File: src/rtl/apb_arb_master.sv
// Two-requester APB master: round-robin arbitration in IDLE, then a standard
// SETUP/ACCESS transfer with optional wait-state timeout and a DONE pulse.
module apb_arb_master #(
  parameter int ADDR_WIDTH = 8,
  parameter int DATA_WIDTH = 32,
  parameter int TIMEOUT    = 16
) (
  input  logic                    PCLK,
  input  logic                    PRESETn,
  input  logic [1:0]              REQ,
  input  logic [1:0]              REQ_WRITE,
  input  logic [2*ADDR_WIDTH-1:0] REQ_ADDR,
  input  logic [2*DATA_WIDTH-1:0] REQ_WDATA,
  output logic [1:0]              DONE,
  output logic [DATA_WIDTH-1:0]   RSP_RDATA,
  output logic                    RSP_ERR,
  output logic                    PSEL,
  output logic                    PENABLE,
  output logic                    PWRITE,
  output logic [ADDR_WIDTH-1:0]   PADDR,
  output logic [DATA_WIDTH-1:0]   PWDATA,
  input  logic [DATA_WIDTH-1:0]   PRDATA,
  input  logic                    PREADY,
  input  logic                    PSLVERR
);

  localparam int                WAIT_W    = (TIMEOUT > 0) ? $clog2(TIMEOUT + 1) : 1;
  localparam logic [WAIT_W-1:0] TIMEOUT_C = WAIT_W'(TIMEOUT);

  typedef enum logic [1:0] {
    IDLE   = 2'd0,
    SETUP  = 2'd1,
    ACCESS = 2'd2
  } state_e;

  state_e                  state_q, state_d;
  logic                    gnt_q, gnt_d;
  logic                    last_q, last_d;
  logic [WAIT_W-1:0]       wait_q, wait_d;
  logic                    psel_q, psel_d;
  logic                    penable_q, penable_d;
  logic                    pwrite_q, pwrite_d;
  logic [ADDR_WIDTH-1:0]   paddr_q, paddr_d;
  logic [DATA_WIDTH-1:0]   pwdata_q, pwdata_d;
  logic [DATA_WIDTH-1:0]   rdata_q, rdata_d;
  logic                    err_q, err_d;
  logic [1:0]              done_q, done_d;

  logic [1:0]              eligible;
  logic                    win;
  logic                    finish;
  logic [DATA_WIDTH-1:0]   fin_rdata;
  logic                    fin_err;

  // A requester being told DONE this cycle sits out this cycle's arbitration.
  always_comb begin
    eligible = REQ & ~done_q;
    win      = (eligible == 2'b11) ? ~last_q : eligible[1];
  end

  always_comb begin
    // NOTE: every variable gets a default before the case so no path leaves
    // it unassigned; otherwise synthesis infers a latch.
    state_d   = state_q;
    gnt_d     = gnt_q;
    last_d    = last_q;
    wait_d    = wait_q;
    psel_d    = psel_q;
    penable_d = penable_q;
    pwrite_d  = pwrite_q;
    paddr_d   = paddr_q;
    pwdata_d  = pwdata_q;
    rdata_d   = rdata_q;
    err_d     = err_q;
    done_d    = 2'b00;
    finish    = 1'b0;
    fin_rdata = '0;
    fin_err   = 1'b0;

    case (state_q)
      IDLE: begin
        if (|eligible) begin
          state_d  = SETUP;
          gnt_d    = win;
          last_d   = win;
          psel_d   = 1'b1;
          wait_d   = '0;
          pwrite_d = REQ_WRITE[win];
          paddr_d  = win ? REQ_ADDR[2*ADDR_WIDTH-1:ADDR_WIDTH]
                         : REQ_ADDR[ADDR_WIDTH-1:0];
          pwdata_d = win ? REQ_WDATA[2*DATA_WIDTH-1:DATA_WIDTH]
                         : REQ_WDATA[DATA_WIDTH-1:0];
        end
      end
      SETUP: begin
        state_d   = ACCESS;
        penable_d = 1'b1;
      end
      ACCESS: begin
        if (PREADY) begin
          finish    = 1'b1;
          fin_rdata = pwrite_q ? '0 : PRDATA;
          fin_err   = PSLVERR;
        end else begin
          wait_d = wait_q + 1'b1;
          // Abort on the edge where the wait count reaches the limit.
          if (TIMEOUT > 0 && wait_d == TIMEOUT_C) begin
            finish    = 1'b1;
            fin_rdata = '0;
            fin_err   = 1'b1;
          end
        end
      end
      default: begin
        state_d   = IDLE;
        psel_d    = 1'b0;
        penable_d = 1'b0;
      end
    endcase

    if (finish) begin
      state_d       = IDLE;
      psel_d        = 1'b0;
      penable_d     = 1'b0;
      done_d[gnt_q] = 1'b1;
      rdata_d       = fin_rdata;
      err_d         = fin_err;
    end
  end

  // NOTE: state uses non-blocking assignments so every register samples the
  // pre-edge values; the reset branch is synchronous and clears all state.
  always_ff @(posedge PCLK) begin
    if (!PRESETn) begin
      state_q   <= IDLE;
      gnt_q     <= 1'b0;
      last_q    <= 1'b1;
      wait_q    <= '0;
      psel_q    <= 1'b0;
      penable_q <= 1'b0;
      pwrite_q  <= 1'b0;
      paddr_q   <= '0;
      pwdata_q  <= '0;
      rdata_q   <= '0;
      err_q     <= 1'b0;
      done_q    <= 2'b00;
    end else begin
      state_q   <= state_d;
      gnt_q     <= gnt_d;
      last_q    <= last_d;
      wait_q    <= wait_d;
      psel_q    <= psel_d;
      penable_q <= penable_d;
      pwrite_q  <= pwrite_d;
      paddr_q   <= paddr_d;
      pwdata_q  <= pwdata_d;
      rdata_q   <= rdata_d;
      err_q     <= err_d;
      done_q    <= done_d;
    end
  end

  assign PSEL      = psel_q;
  assign PENABLE   = penable_q;
  assign PWRITE    = pwrite_q;
  assign PADDR     = paddr_q;
  assign PWDATA    = pwdata_q;
  assign DONE      = done_q;
  assign RSP_RDATA = rdata_q;
  assign RSP_ERR   = err_q;

endmodule

File: config.mk
export PLATFORM = sky130hd
export DESIGN_NAME = apb_arb_master
export DESIGN_NICKNAME = d
export VERILOG_FILES = /design/src/rtl/apb_arb_master.sv
export SDC_FILE = /design/constraint.sdc
export NUM_CORES = 1
export LEC_CHECK = 0
export CORE_AREA = 10 10 113 115
export DETAILED_ROUTE_END_ITERATION = 8
export DIE_AREA = 0 0 123 125
export PLACE_DENSITY = 0.8
export SLEW_MARGIN = 5
export SYNTH_ARGS = -nofsm -noshare
export SYNTH_HDL_FRONTEND = slang
export SYNTH_SLANG_ARGS = --single-unit
File: constraint.sdc
create_clock -name PCLK -period 2.2 [get_ports PCLK]
set_clock_uncertainty 0.2 [all_clocks]
set_input_delay 0.66 -clock PCLK [delete_from_list [all_inputs] [get_ports PCLK]]
set_output_delay 0.66 -clock PCLK [all_outputs]
set_load 0.005 [all_outputs]
# Word level (Yosys, flattened, before mapping)

Index checks and enable logic that the tools add are counted.

Equal/unequal tests: 6
Muxes and demuxes: 23
Magnitude comparators: 3
Add/sub/neg operators: 1
Reductions and logical operators: 12
Bitwise operators: 6

Operator list:

| kind                | number |
|---|---|
| $mux 32             | 4 |
| $mux 1              | 10 |
| $mux 5              | 2 |
| $pmux 5 s2          | 1 |
| $mux 8              | 1 |
| $reduce_and 2->1    | 4 |
| $reduce_or 2->1     | 4 |
| $pmux 2 s3          | 1 |
| $add 5x1->5 const B | 1 |
| $eq 5x5->1 const B  | 1 |
| $eq 2x2->1 const B  | 2 |
| $lt 1x2->1 const B  | 2 |
| $ne 2x2->1 const B  | 2 |
| $not 1->1           | 4 |
| $pmux 1 s2          | 2 |
| $reduce_and 3->1    | 1 |
| $and 2x2->2         | 1 |
| $eq 2x1->1 const B  | 1 |
| $logic_not 2->1     | 1 |
| $mux 2              | 1 |
| $not 2->2           | 1 |
| $reduce_bool 2->1   | 1 |
| $demux 1 s1         | 1 |
| $ge 1x1->1 const B  | 1 |
| $logic_and 1x1->1   | 1 |

Bits in registers: 87
Logic and storage cells: 63
Input bits: 120
Output and inout bits: 78

# Logic depth before layout (Yosys ltp)

Gate-level depths: netlist of run 1.

Depth after elaboration: 6
Depth in mapped cells: 7
Gate-level depth less buffers: 6

# Least setup slack after synthesis of run 1

No wires, ideal clock.

Path kind: input-to-reg
Start: input port REQ[0]
End: register wait_q[3]
Cell stages on the path: 4
Path buffers: 0
Data required time: 1880 ps
Path slack: 481 ps
Library setup time: 120 ps
Arrival: 1399 ps
Cells stage by stage: and2b_1 > o21ai_0 > nor3_1 > o31a_1

Word-level cells in the longest chain between the ends: 4

Ends and longest elaborated chain:

| item                              | line | text |
|---|---|---|
| start, declared                   | 10   | `input logic [1:0] REQ,` |
| $and 2x2->2                       | 57   | `eligible = REQ & ~done_q;` |
| $reduce_or 2->1                   | 82   | `if (\|eligible) begin` |
| $ne 2x2->1 (no source line)       | -    |  |
| $reduce_and 3->1 (no source line) | -    |  |
| end signal, assigned              | 151  | `wait_q <= wait_d;` |
| end, declared                     | 39   | `logic [WAIT_W-1:0] wait_q, wait_d;` |

Every way passes these cells.
A chain may end at the register's enable or synchronous reset.

# Worst setup path after layout of run 1

Start: register done_q[1], in the netlist DONE[1]
End: output port DONE[1]

RTL lines:

| item                   | line | text |
|---|---|---|
| start, declared        | 47   | `logic [1:0] done_q, done_d;` |
| start signal, assigned | 159  | `done_q <= done_d;` |
| end, declared          | 14   | `output logic [1:0] DONE,` |

No word-level cell between the ends.

==> Implementation_results.wiki, run 1 <==
{| class="wikitable"
! Metric !! Value
|-
| Number of buffers inserted by post-CTS setup repair || 0
|-
| Stages on worst setup path || 1
|-
| Count of cells resized by post-cts repair || 0
|-
| Final weighted congestion of routability-driven global placement || 0.813
|-
| Max rail drop VDD || 0.374 mV
|-
| Number of enable flip-flop cells after synthesis || 0
|-
| Maximum clock insertion buffer count || 2
|-
| Largest area contributor in the netlist || dfxtp_1
|-
| DIE HEIGHT || 125 um
|-
| Critical Path End Type || output pin
|-
| Hold Vio Cnt, Final || 0
|-
| Post-layout nets || 857
|-
| Slowest Stage Delay on Critical Path || 0.54 ns
|-
| Transition at the pin with the smallest max-transition slack || 0.421 ns
|-
| Buffer type at the clock tree root || clkbuf_8
|-
| Max-cap violations || 0
|-
| Clock Pin Slew Worst Setup and Hold Paths || 0.08 ns
|-
| Number of antenna violations at the first check in global routing || 0
|-
| Setup slack after layout || 0.0761 ns
|-
| Capture point of the worst reg-to-reg path || PWDATA[4]
|-
| Worst min-delay path endpoint || DONE[0]
|-
| Via density || 5.26
|-
| Number of rows in the core area || 38
|-
| Share of the clock period used by the worst path || 0.965
|-
| Via count of the first global-routing pass || 4727
|-
| Crit path max fanout || 3
|-
| List of most frequent post-synthesis cells || nand2_1 (90), dfxtp_1 (87), o21ai_1 (48)
|-
| Worst path slowest cell || clkdlybuf4s50_1
|-
| Min-Delay Startpoint || gnt_q
|-
| Worst slack at placement || -0.175 ns
|-
| Number of H-tree branching levels || 3
|-
| Count of filler cells inserted in the layout || 917
|-
| Register area share after synthesis || 0.401
|-
| Class of the tightest hold or removal check || reg2reg
|-
| Source-to-sink clock delay at the later pin of the worst-skew pair || 0.35 ns
|-
| Max-slew violation count || 0
|-
| Average wire per standard cell || 16.9 um
|-
| Width of the chip || 123 um
|-
| Crit-path leading delay family || buffers and inverters
|-
| Number of buffers inserted during clock tree synthesis || 9
|-
| Nets in the synthesized netlist || 668
|-
| Number of cells on the worst reg-to-reg path || 6
|-
| Highest attainable clock frequency || 471 MHz
|-
| Minimum clock period after layout || 2.12 ns
|-
| Global-route wire length before repair || 23.7 mm
|-
| Total wirelength of the detailed-routed design || 14.9 mm
|-
| Synth top area share || 0.401
|-
| Register bit total from synthesis || 87
|-
| Pwr Density || 704 nW/um^2
|-
| Netlist area before placement || 4340 um^2
|-
| CORE AREA || 10600 um^2
|-
| Final core area utilization || 0.634
|-
| Count of routing violations after the opening detailed-route iteration || 340
|-
| First-pass detailed-route iteration total || 4
|-
| Kind of start point of the critical path || flop
|-
| Required time of the critical path || 1.34 ns
|-
| Worst reg2reg path startpoint || state_q[0]
|-
| Remaining design rule violation count || 0
|-
| Count of yosys warnings during synthesis || 0
|-
| Worst relative slew slack || 0.719
|-
| Number of antenna-violating nets in the routed design || 0
|-
| Area of all sequential standard cells || 1740 um^2
|-
| Area of the multi-input gates || 2330 um^2
|-
| R2r setup slk || 0.22 ns
|-
| Setup Crit Path Kind || reg2out
|-
| Mean instance size in the synthesized netlist || 7.97 um^2
|-
| RSZ-0062 raised after global routing || no
|-
| I/O pins || 198
|-
| Largest net degree at the start of global routing || 53
|-
| Netlist cell types || 47
|-
| Die outline area || 15400 um^2
|-
| Most numerous cell in the Yosys netlist || nand2_1
|-
| Cell chain of the critical path || clkdlybuf4s50_1
|-
| Total number of clock tree sinks || 87
|-
| Number of stages on the worst hold path || 1
|-
| Remaining global-route overflow || 0
|-
| Number of buffers inserted by hold repair at cts || 0
|-
| Area growth syn-to-layout || 55.0%
|-
| Worst path buffer plus inverter count || 1
|-
| Detail Placement HPWL || 11.1 mm
|-
| Proportion of register bits with asynchronous set or reset after synthesis || 0
|-
| Number of vias after detailed routing || 4621
|-
| Mapped Cells || 544
|-
| Cell types with the largest area share after synthesis || dfxtp_1 (40%), nand2_1 (7.8%), a31oi_1 (6.2%), o21ai_1 (5.5%), a21boi_1 (4.8%)
|-
| Finish-stage setup viols || 0
|-
| Run status || finished clean
|-
| Top FF cell, synth || dfxtp_1
|-
| Data arrival time of the worst path || 1.26 ns
|-
| Static Leakage || 2.61 nW
|-
| GR Util All Layers || 0.186
|-
| Port Buffers || 197
|-
| Clock tree from TritonCTS || done
|-
| Diodes inserted || 0
|-
| Effective utilization at floorplan || 0.409
|-
| Ratio of cells with drive above 1 in the final layout || 0.0786
|}
metal layers:
metal,vias to the layer above,GRT usage,part of all wire
met4,0,0.0541,0.014
met3,17,0.103,0.13
met5,-,0,0
li1,2298,-,-
met1,2131,0.201,0.39
met2,175,0.305,0.47
report_power, final:
| part | internal (mW) | switching [mW] | leakage (nW) |
|---|---|---|---|
| registers | 1.81 | 0.140 | 0.714 |
| clock network | 0.616 | 0.556 | 0.109 |
| logic | 0.902 | 0.709 | 1.79 |
stage by stage:
stage	cells	instance area, um^2	hold WS (ns)	setup TNS [ns]	total power [mW]
2_1_floorplan	544	4340	0.216	0	2.70
3_3_place_gp	862	6510	0.230	-5.36	3.57
3_5_place_dp	862	6510	0.248	-7.81	3.61
4_1_cts	878	6720	0.260	0	4.79
5_1_grt	878	6720	0.295	0	5.03
6_report	878	6720	0.255	0	4.74
layout make-up:
cell class                 instances  area share
clock inverter                     3     0.00595
multi-input combinational        405       0.347
inverter                           3     0.00167
tap                              140      0.0261
clock buffer                      13      0.0251
timing repair buffer             227       0.335
sequential                        87       0.259
worst max path at each step:
stage / from / to
5_1_grt: DONE[1] / DONE[1]
6_report: DONE[1] / DONE[1]
4_1_cts: PENABLE / PENABLE
3_3_place_gp: REQ[0] / PWDATA[11]
3_5_place_dp: REQ[0] / PWDATA[4]
2_1_floorplan: REQ[0] / wait_q[3]
cell families (layout without fill, tap and decap cells):
logic type,count (synthesis),count (layout),share of synthesized area
buffers and inverters,52,246,0.0629
adder cells (fa/ha/maj),4,4,0.0115
flip-flops,87,87,0.401
multiplexers,2,2,0.00577
AND/OR/NAND/NOR,185,185,0.219
AO/OA/AOI/OAI,214,214,0.300
placed cells by master, fill, tap and decap left out, types with 3 or more instances in the layout:
| master | n |
|---|---|
| a21boi_0 | 9 |
| nor2_1 | 4 |
| a31oi_1 | 43 |
| o211ai_2 | 3 |
| nand2b_1 | 5 |
| o21ai_0 | 27 |
| and3_1 | 32 |
| dfxtp_1 | 86 |
| nand2_1 | 90 |
| and2b_1 | 3 |
| clkdlybuf4s50_1 | 196 |
| o21a_1 | 3 |
| ha_1 | 4 |
| nor2b_1 | 33 |
| a21oi_1 | 41 |
| clkbuf_8 | 12 |
| buf_12 | 5 |
| o21ai_1 | 48 |
| nand3_1 | 3 |
| buf_4 | 25 |
| a21boi_1 | 28 |
registers in the layout, summed over array words and instances (netlist names):
register and flops:
DONE 2, PADDR 8, PENABLE 1, PSEL 1, PWDATA 32, PWRITE 1
RSP_ERR 1, RSP_RDATA 32, gnt_q 1, last_q 1, state_q 2, wait_q 5
Power figures use the tool's default switching activity.
==> run 2, diff against run 1 <==
ABC_AREA = 1   (was not set)
CORE_AREA = 10 10 111 113   (was 10 10 113 115)
DIE_AREA = 0 0 121 123   (was 0 0 123 125)
PLACE_DENSITY = 0.79   (was 0.8)
clock period = 2.1 ns   (was 2.2 ns; I/O delays follow)
==> run 2 against run 1 <==
- via count fell by 8.3%
- sequential share of layout area rose by 1.4 points
- die area fell by 3.2%
- synthesized area fell by 8.9%
- utilization fell by 0.37 points
- register-to-register slack got worse by 0.09 ns
- clock power rose by 9%
- critical path type unchanged
==> Implementation_results.wiki, run 2 <==
{| class="wikitable"
! Metric !! Value
|-
| Hold Vio Cnt, Final || 0 (unchanged)
|-
| R2r setup slk || 0.13 ns (-0.09 ns)
|-
| Run status || finished clean
|-
| Post-layout nets || 839 (-2.1%)
|-
| Most numerous cell in the Yosys netlist || nand2_1
|-
| Total number of clock tree sinks || 87 (unchanged)
|-
| Number of antenna-violating nets in the routed design || 0 (unchanged)
|-
| Max rail drop VDD || 0.441 mV (+18%)
|-
| Final weighted congestion of routability-driven global placement || 0.884 (+8.7%)
|-
| Total power after layout || 4.99 mW (+5.3%)
|-
| Crit-path leading delay family || buffers and inverters
|-
| Diodes inserted || 0 (unchanged)
|-
| First-pass detailed-route iteration total || 4 (unchanged)
|-
| Minimum clock period after layout || 2.06 ns
|-
| Pwr Density || 780 nW/um^2 (+11%)
|-
| Post-route design area || 6390 um^2 (-4.9%)
|-
| DIE HEIGHT || 123 um (-1.6%)
|-
| Kind of start point of the critical path || flop
|-
| Nets in the synthesized netlist || 644 (-3.6%)
|-
| Non-filler cells, final || 855 (-2.6%)
|-
| CORE AREA || 10100 um^2 (-4.4%)
|-
| Required time of the critical path || 1.27 ns (-0.07 ns)
|-
| Crit path max fanout || 3 (unchanged)
|-
| Number of buffers inserted during clock tree synthesis || 9 (unchanged)
|-
| Width of the chip || 121 um (-1.6%)
|-
| Share of the clock period used by the worst path || 0.981
|-
| Class of the tightest hold or removal check || reg2reg
|-
| Number of stages on the worst hold path || 2 (+1)
|-
| Effective utilization at floorplan || 0.390 (-0.0192)
|-
| Placed cell count || 839 (-2.7%)
|-
| Netlist area before placement || 3950 um^2 (-8.9%)
|-
| Worst hold-check slack || 0.247 ns (-0.00822 ns)
|-
| Total wirelength of the detailed-routed design || 13.5 mm (-9.5%)
|-
| Maximum clock insertion buffer count || 2 (unchanged)
|-
| Area of placed instances || 6110 um^2 (-6.2%)
|-
| Average wire per standard cell || 15.7 um (-7.0%)
|-
| Setup slack after layout || 0.0402 ns (-0.0359 ns)
|-
| Number of cells on the worst reg-to-reg path || 7 (+1)
|-
| List of most frequent post-synthesis cells || nand2_1 (136), dfxtp_1 (87), nand3_1 (79)
|-
| Setup TNS || 0 ns (unchanged)
|-
| Transition at the pin with the smallest max-transition slack || 0.395 ns (-0.0265 ns)
|-
| Critical Path End Type || output pin
|-
| I/O pins || 198 (unchanged)
|-
| Proportion of register bits with asynchronous set or reset after synthesis || 0 (unchanged)
|-
| Clock tree from TritonCTS || done
|-
| Count of routing violations after the opening detailed-route iteration || 167 (-51%)
|-
| Worst reg2reg path startpoint || state_q[0]
|-
| Min-Delay Startpoint || gnt_q
|-
| Global-route wire length before repair || 21.0 mm (-11%)
|-
| Worst slack at placement || -0.151 ns (+0.0239 ns)
|-
| Capture point of the worst reg-to-reg path || RSP_RDATA[12]
|-
| Area growth syn-to-layout || 61.7%
|-
| Source-to-sink clock delay at the later pin of the worst-skew pair || 0.36 ns (about the same)
|-
| Final core area utilization || 0.631 (-0.00367)
|-
| Number of rows in the core area || 37 (-2.6%)
|-
| Worst path buffer plus inverter count || 1 (unchanged)
|-
| Register bit total from synthesis || 87 (unchanged)
|-
| Most common cell after layout, fill and taps aside || clkdlybuf4s50_1
|-
| Synth top area share || 0.441 (+0.0390)
|-
| Finish-stage setup viols || 0 (unchanged)
|-
| Slowest Stage Delay on Critical Path || 0.51 ns (-0.03 ns)
|-
| Via count of the first global-routing pass || 4292 (-9.2%)
|-
| Mean instance size in the synthesized netlist || 7.60 um^2 (-4.6%)
|-
| Setup Crit Path Kind || reg2out
|-
| Die outline area || 14900 um^2 (-3.2%)
|-
| GR Util All Layers || 0.172 (-0.0137)
|-
| Detail Placement HPWL || 10.5 mm (-5.7%)
|-
| Top FF cell, synth || dfxtp_1
|-
| Buffer type at the clock tree root || clkbuf_8
|-
| Worst relative slew slack || 0.736 (+0.0174)
|-
| Max-slew violation count || 0 (unchanged)
|-
| Number of buffers inserted by post-CTS setup repair || 0 (unchanged)
|-
| RSZ-0062 raised after global routing || yes
|-
| Worst min-delay path endpoint || DONE[1]
|-
| Number of buffers inserted by hold repair at cts || 0 (unchanged)
|-
| Mapped Cells || 520 (-4.4%)
|-
| Clock Pin Slew Worst Setup and Hold Paths || 0.08 ns (about the same)
|-
| Via density || 4.95 (-5.9%)
|-
| Worst path slowest cell || clkdlybuf4s50_1
|-
| Netlist cell types || 24 (-49%)
|-
| Top library cells by usage in the layout, fill and taps aside || clkdlybuf4s50_1 (168), nand2_1 (136), dfxtp_1 (83)
|-
| Max-cap violations || 0 (unchanged)
|-
| Number of vias after detailed routing || 4236 (-8.3%)
|-
| Number of antenna violations at the first check in global routing || 0 (unchanged)
|-
| Cell chain of the critical path || clkdlybuf4s50_1
|-
| Ratio of cells with drive above 1 in the final layout || 0.0848 (+0.00625)
|-
| Data arrival time of the worst path || 1.23 ns (-0.03 ns)
|-
| Remaining global-route overflow || 0 (unchanged)
|-
| Largest area contributor in the netlist || dfxtp_1
|-
| Number of H-tree branching levels || 3 (unchanged)
|-
| Largest net degree at the start of global routing || 43 (-19%)
|-
| Remaining design rule violation count || 0 (unchanged)
|-
| Count of yosys warnings during synthesis || 0 (unchanged)
|-
| Highest attainable clock frequency || 485 MHz
|-
| Number of enable flip-flop cells after synthesis || 0 (unchanged)
|-
| Register area share after synthesis || 0.441 (+0.0390)
|-
| Static Leakage || 3.23 nW (+24%)
|-
| Port Buffers || 197 (unchanged)
|-
| Cell types with the largest area share after synthesis || dfxtp_1 (44%), nand2_1 (13%), nand3_1 (10%), o211ai_1 (7.8%), nand4_1 (5.5%)
|}
-- run 2: cell count changes in the layout (fill, tap and decap cells not counted), sizes merged, moves of 33 or more --
cell and delta:
nand2 +51, o21ai -68, a21boi -38, a31oi -43, nand4 +35, inv +53, o211ai +38, nor2b -33
a21oi -38, nand3 +79
-- run 2: area by class of cell --
class	count	area [um^2]
clock inverters	4	70.1
flip-flops and latches	87	1750
fillers	868	3750
repair buffers	223	2330
inverters	57	219
well taps	136	170
multi-input cells	337	1720
clock buffers	11	141
-- run 2: cells by family after synthesis --
| logic type | Yosys count | synth area share |
|---|---|---|
| compound gates | 53 | 0.0934 |
| flops | 87 | 0.441 |
| mux | 1 | 0.00253 |
| buf+inv | 97 | 0.128 |
| simple gates | 278 | 0.322 |
| fa+ha+maj | 4 | 0.0127 |
-- run 2: where the power goes --
| group | leakage [nW] | internal, mW | total (mW) | switching [mW] |
|---|---|---|---|---|
| combinational | 2.41 | 0.902 | 1.67 | 0.768 |
| clock | 0.109 | 0.693 | 1.27 | 0.581 |
| sequential | 0.715 | 1.89 | 2.05 | 0.150 |
| total | 3.23 | 3.49 | 4.99 | 1.50 |
-- run 2: worst register-to-register path, stage by stage, from the launching register on --
cell	delay, ns
dfxtp_1	0.32
inv_1	0.10
ha_2	0.29
inv_2	0.09
nor2_2	0.24
nand3_2	0.38
nand4_1	0.20
nand2_1	0.06
-- run 2: worst max-delay path by stage --
| stage | startpoint | endpoint | slack [ns] | cells past startpoint |
|---|---|---|---|---|
| 2_1_floorplan | REQ[1] | PADDR[0] | 0.53 | 8 |
| 3_3_place_gp | REQ[1] | PWDATA[17] | -0.13 | 9 |
| 3_5_place_dp | REQ[1] | PWDATA[17] | -0.15 | 9 |
| 4_1_cts | PWDATA[17] | PWDATA[17] | 0.002 | 1 |
| 5_1_grt | state_q[0] | RSP_RDATA[27] | -0.002 | 7 |
| 6_report | DONE[1] | DONE[1] | 0.04 | 1 |
-- run 2: timing repair --
action	in CTS	in global routing
hold endpoints to repair	0	0
endpoints found under the setup margin	6	56
resized for setup	7	26
gates cloned	0	1
pin swaps	0	1
-- run 2: metal layers --
layer | share of wire | global-route usage
met5 | 0 | 0
met2 | 0.47 | 0.284
met3 | 0.11 | 0.0811
met4 | 0.033 | 0.0890
met1 | 0.38 | 0.182
